==> src/rtl/eth_sw_pkg.sv <==
// Shared egress-path definitions: FSM states and frame length limits.
// Imported by the queue-manager egress reader.
package eth_sw_pkg;

  localparam int ETH_MAX_LEN = 1518;
  localparam int LEN_W       = 12;

  typedef enum logic [2:0] {
    S_IDLE,
    S_PRD,
    S_PLAT,
    S_DATA,
    S_DRAIN,
    S_TAIL,
    S_IFG
  } state_e;

endpackage

==> src/rtl/qm_egress_reader.sv <==
// Egress reader: pops a length descriptor, replays that many bytes
// from the data FIFO as a sof/dv byte stream, then inserts an IFG.
module qm_egress_reader #(
  parameter int IFG_CYCLES = 7,
  parameter int MAX_LEN    = eth_sw_pkg::ETH_MAX_LEN,
  parameter int LEN_W      = eth_sw_pkg::LEN_W
) (
  input  logic        clk,
  input  logic        rstn,
  input  logic        ptr_fifo_empty,
  output logic        ptr_fifo_rd,
  input  logic [15:0] ptr_fifo_dout,
  output logic        data_fifo_rd,
  input  logic [7:0]  data_fifo_dout,
  input  logic        tx_rdy,
  output logic        tx_sof,
  output logic        tx_dv,
  output logic [7:0]  tx_data,
  output logic [15:0] tx_frame_cnt,
  output logic [15:0] tx_drop_cnt,
  output logic        busy
);

  import eth_sw_pkg::*;

  state_e           state_q, state_d;
  logic [LEN_W-1:0] rcnt_q, rcnt_d;
  logic [7:0]       ifg_q, ifg_d;
  logic             drop_q, drop_d;
  logic             first_q, first_d;
  logic             rd_d1_q, rd_d1_d;
  logic             ptr_rd_q, ptr_rd_d;
  logic             data_rd_q, data_rd_d;
  logic             sof_q, sof_d;
  logic             dv_q, dv_d;
  logic [7:0]       data_q, data_d;
  logic [15:0]      fcnt_q, fcnt_d;
  logic [15:0]      dcnt_q, dcnt_d;

  logic [LEN_W-1:0] len;
  logic             unused_dout_hi;

  assign len            = ptr_fifo_dout[LEN_W-1:0];
  assign unused_dout_hi = ^ptr_fifo_dout[15:LEN_W];

  always_ff @(posedge clk or negedge rstn) begin
    if (!rstn) begin
      state_q   <= S_IDLE;
      rcnt_q    <= '0;
      ifg_q     <= '0;
      drop_q    <= 1'b0;
      first_q   <= 1'b0;
      rd_d1_q   <= 1'b0;
      ptr_rd_q  <= 1'b0;
      data_rd_q <= 1'b0;
      sof_q     <= 1'b0;
      dv_q      <= 1'b0;
      data_q    <= '0;
      fcnt_q    <= '0;
      dcnt_q    <= '0;
    end else begin
      state_q   <= state_d;
      rcnt_q    <= rcnt_d;
      ifg_q     <= ifg_d;
      drop_q    <= drop_d;
      first_q   <= first_d;
      rd_d1_q   <= rd_d1_d;
      ptr_rd_q  <= ptr_rd_d;
      data_rd_q <= data_rd_d;
      sof_q     <= sof_d;
      dv_q      <= dv_d;
      data_q    <= data_d;
      fcnt_q    <= fcnt_d;
      dcnt_q    <= dcnt_d;
    end
  end

  always_comb begin
    state_d   = state_q;
    rcnt_d    = rcnt_q;
    ifg_d     = ifg_q;
    drop_d    = drop_q;
    ptr_rd_d  = 1'b0;
    data_rd_d = data_rd_q;
    fcnt_d    = fcnt_q;
    dcnt_d    = dcnt_q;
    // Output pipe runs every cycle, one stage behind the FIFO read.
    rd_d1_d   = data_rd_q;
    dv_d      = rd_d1_q & ~drop_q;
    sof_d     = rd_d1_q & first_q & ~drop_q;
    data_d    = rd_d1_q ? data_fifo_dout : 8'h00;
    first_d   = first_q & ~rd_d1_q;

    unique case (state_q)
      S_IDLE: begin
        if (!ptr_fifo_empty && tx_rdy) begin
          ptr_rd_d = 1'b1;
          state_d  = S_PRD;
        end
      end
      S_PRD: state_d = S_PLAT;
      S_PLAT: begin
        if (len == '0) begin
          state_d = S_IDLE;
        end else begin
          rcnt_d    = len;
          data_rd_d = 1'b1;
          first_d   = 1'b1;
          drop_d    = len > LEN_W'(MAX_LEN);
          state_d   = drop_d ? S_DRAIN : S_DATA;
        end
      end
      S_DATA, S_DRAIN: begin
        rcnt_d = rcnt_q - 1'b1;
        if (rcnt_q == LEN_W'(1)) begin
          data_rd_d = 1'b0;
          state_d   = S_TAIL;
        end
      end
      S_TAIL: begin
        if (!rd_d1_q) begin
          if (drop_q) dcnt_d = dcnt_q + 16'd1;
          else        fcnt_d = fcnt_q + 16'd1;
          ifg_d   = '0;
          state_d = (IFG_CYCLES == 0) ? S_IDLE : S_IFG;
        end
      end
      S_IFG: begin
        ifg_d = ifg_q + 8'd1;
        if (ifg_q == 8'(IFG_CYCLES - 1)) state_d = S_IDLE;
      end
      default: state_d = S_IDLE;
    endcase
  end

  assign ptr_fifo_rd  = ptr_rd_q;
  assign data_fifo_rd = data_rd_q;
  assign tx_sof       = sof_q;
  assign tx_dv        = dv_q;
  assign tx_data      = data_q;
  assign tx_frame_cnt = fcnt_q;
  assign tx_drop_cnt  = dcnt_q;
  assign busy         = state_q != S_IDLE;

endmodule
==> config.mk <==
export PLATFORM = sky130hd
export DESIGN_NAME = qm_egress_reader
export DESIGN_NICKNAME = d
export VERILOG_FILES = /design/src/rtl/eth_sw_pkg.sv /design/src/rtl/qm_egress_reader.sv
export SDC_FILE = /design/constraint.sdc
export NUM_CORES = 1
export LEC_CHECK = 0
export BUFFER_PORTS_ARGS = -buffer_cell sky130_fd_sc_hd__buf_2
export CELL_PAD_IN_SITES_DETAIL_PLACEMENT = 1
export CELL_PAD_IN_SITES_GLOBAL_PLACEMENT = 1
export CORE_MARGIN = 3
export CORE_UTILIZATION = 30
export DETAILED_ROUTE_END_ITERATION = 8
export GPL_TIMING_DRIVEN = 1
export HOLD_SLACK_MARGIN = 0.03
export PLACE_DENSITY_LB_ADDON = 0.1
export SLEW_MARGIN = 15
export SYNTH_ARGS = -nofsm -noshare
export SYNTH_HDL_FRONTEND = slang
export SYNTH_SLANG_ARGS = --single-unit
==> constraint.sdc <==
create_clock -name clk -period 1.98 [get_ports clk]
set_input_delay 0.198 -clock clk [delete_from_list [all_inputs] [get_ports clk]]
set_output_delay 0.198 -clock clk [all_outputs]
set_load 0.01 [all_outputs]
==> flow_summary.yaml <==
die:
  core_region_area_mm2: 0.01056
  die_area_mm2: 0.01240
  die_x_um: 111.4
  die_h_um: 111.4
  start_util_pct: 31.56
  num_rows: 37
  ioPinCount: 73
timing:
  skew_ns: 0.005855
  worstMarginPinSlew_ns: 0.4832
  rsz0062_at_grt: "false"
  fin_setup_tns_ns: 0
  setup_viol: 0
  fmax_mhz: 546.0
  slew_headroom_pct: 67.54
  slew_viol_final: 0
  finalCritPeriodShare_pct: 92.51
  hold_viol: 0
  min_period_ns: 1.832
setup_path:
  max_stage_delay_ns: 0.47
  path_cells: "or3b_4, a211o_1, or4_1, nand3_1"
  worstPathRequired_ns: 2.27
  worst-endpoint-arrival_ns: 2.12
  r2r_start: "state_q[0]"
  crit_slowest_cell: "dfrtp_1"
  path_max_fanout: 7
  crit_path_start_kind: "flip-flop"
  r2r_slack_ns: 0.15
  worstRegToRegCells: 4
  end_kind: "flip-flop"
  r2r-end: "rcnt_q[10]"
  criticalPathCategory: "flip-flop to flip-flop"
drt:
  drcViolationCount: 0
  dr_total_vias: 2730
  antenna_left: 0
  firstDrtPassIters: 4
  routed_via_density: 5.000
  drt-initial-drc-count: 141
  wl_per_cell_um: 15.35
  drt_wl_total_mm: 8.383
placement:
  io_buffers: 68
  place_congestion: 0.7783
  dp_hpwl_mm: 6.327
  place_inst: 529
clock_network:
  root_buffer: "clkbuf_8"
  clock-sinks: 70
  clkLatencyLatePin_ns: 0.34
  clk_path_buf_depth: 2
  postCtsSetupBuffers: 0
  cts_buffers: 9
  ctsHtreeMaxLevel: 3
  clk_pin_slew_ns: 0.08
  cts_tree: "done"
logic_synthesis:
  syn_area_per_cell_um2: 10.81
  syn_nets: 342
  synthCells: 308
  synth_top_area_share_pct: 52.59
  ys_types: 52
  ys.warnings.count: 0
  synth_area_leaders: "dfrtp_1 53%, xnor2_1 7.1%, nand2_1 2.9%"
  synth_top_cell_by_area: "dfrtp_1"
  ys_async_sr_fraction_pct: 100.0
  synth_ff_type: "dfrtp_1"
  synth_area_mm2: 0.003331
  ys_seq_elements: 70
  ys_seq_area_share_pct: 52.59
  synth_edf_count: 0
min_path:
  min-delay-path-class: "input pin to flip-flop"
  min_from: "data_fifo_dout[4]"
  hold_path_end: "tx_data[4]"
  whs_path_depth: 2
power:
  p_leak_nw: 2.013
  power_switching_share_pct: 23.50
  netSwitchingPower_w: 0.0005972
  p_per_area_mw_per_mm2: 606.0
  clkPwrFrac_pct: 40.7
  power_frac_seq_pct: 56.2
  vdd_drop_max_mv: 0.2101
  intPower_w: 0.001944
  pwr-share-comb_pct: 3.1
final_layout:
  multi_input_area_mm2: 0.001499
  fillers: 1228
  n_antenna_cell: 0
  register_area_mm2: 0.001752
  drive_gt1_share_pct: 29.27
  finalNonFillerCells: 546
  area_growth_syn_to_layout_pct: 25.88
  nets: 439
global_route:
  grtUsageTotal_pct: 14.34
  grt_pass1_wl_mm: 14.41
  gr-total-overflow: 0
  antenna_found_initial: 0
  grt_max_degree: 46
  grt_pass1_vias: 2842
flow_run:
  cap_violations: 0
outcome:
  status: "finished, final reports clean"
[repair_timing]
item,in CTS,in global routing
hold buffers,1,0
gates resized for setup,1,1
hold endpoints to repair,70,0
endpoints found under the setup margin,1,2
pin swaps,0,1
[worst max-delay path, delay by kind of cell (launching register included)]
kind	cells	cell delay, ns
AOI/OAI and AO/OA	1	0.36
DFF	1	0.47
and+or+nand+nor	3	0.95
[worst max-delay path by stage]
stage	from	endpoint	cells after the start
global placement	ptr_fifo_dout[10]	state_q[1]	5
floorplan	ifg_q[0]	state_q[2]	6
global route	state_q[0]	rcnt_q[10]	4
CTS	ifg_q[0]	state_q[2]	6
detailed placement	ifg_q[0]	state_q[2]	6
finish	state_q[0]	rcnt_q[10]	4
[routing by layer]
metal / GRT usage, % / part of all wire (%)
met5: 0 / 0
met4: 6.083 / 1.7
met3: 3.043 / 3.9
met2: 22.20 / 45
met1: 19.54 / 49
[placed cells by master, fill, tap and decap left out, types with 4 or more instances in the layout]
cell	instances
dfrtp_1	70
buf_4	23
and2_1	14
ha_1	6
o21ai_0	13
and4_1	5
and3_1	5
nor2_1	14
a311oi_1	5
nand2_1	26
nand3_1	17
xnor2_1	27
inv_1	11
buf_2	68
o211ai_1	4
clkbuf_8	10
a211oi_1	4
nand3b_1	4
xor2_1	4
nor3_1	7
nand4_1	12
or3_1	4
nor2b_1	5
[Yosys cell counts, types with 2 or more instances]
master / instances
o311ai_0: 3
nand4_1: 12
ha_1: 6
a21oi_1: 3
mux2i_1: 3
o221a_2: 2
mux2_2: 2
nand3_1: 17
xnor2_1: 27
nor2b_1: 5
nor4_1: 3
nand2_1: 26
nand3b_1: 4
and3_1: 5
a211oi_1: 4
xor2_1: 4
and2_1: 14
nor2_1: 14
nor3_1: 7
inv_1: 11
o211ai_1: 4
buf_2: 4
dfrtp_1: 70
o31ai_1: 2
or4_1: 3
or3_1: 4
a311oi_1: 5
o21ai_0: 14
clkbuf_1: 3
and4_1: 5
[final cells by class]
| cell class | instances | area share, % |
|---|---|---|
| clock buffer | 12 | 3.462 |
| clock inverter | 4 | 0.5372 |
| inverter | 11 | 0.9848 |
| tap | 136 | 4.058 |
| sequential | 70 | 41.78 |
| multi-input combinational | 219 | 35.75 |
| timing repair buffer | 94 | 13.43 |
[metrics by stage]
| stage | util, % | hold WS [ns] | setup slack (ns) | area (µm²) | total power (W) |
|---|---|---|---|---|---|
| final | 39.72 | 0.06146 | 0.1484 | 4193 | 0.002541 |
| after global routing | 39.72 | 0.04216 | 0.03188 | 4193 | 0.002681 |
| after CTS | 39.69 | 0.04476 | 0.05288 | 4189 | 0.002586 |
| after detailed placement | 38.00 | 0.2116 | 0.01466 | 4011 | 0.001539 |
| after global placement | 38.00 | 0.2103 | 0.05431 | 4011 | 0.001537 |
| after floorplan | - | -0.09759 | 0.1162 | 3331 | 0.001464 |
[flip-flops by register name, summed over array words and instances (netlist names), 3 cells and up]
register,cells
tx_drop_cnt,16
tx_frame_cnt,16
rcnt_q,12
ifg_q,8
tx_data,8
state_q,3
[cells by family after synthesis]
group | share of synthesized area [%]
simple gates | 21.86
flops | 52.59
compound gates | 11.04
xor+xnor | 8.152
buf+inv | 2.517
fa+ha+maj | 2.254
mux | 1.578
[power by group through the flow]
stage          Sequential, W  Clock (W)  Combinational (W)
2_1_floorplan        0.00146          0         0.00000720
3_3_place_gp         0.00146          0          0.0000801
3_5_place_dp         0.00146          0          0.0000820
4_1_cts              0.00143    0.00107          0.0000837
5_1_grt              0.00143    0.00116          0.0000911
6_report             0.00143    0.00103          0.0000794
No activity file was read; power rests on OpenSTA's default activity.
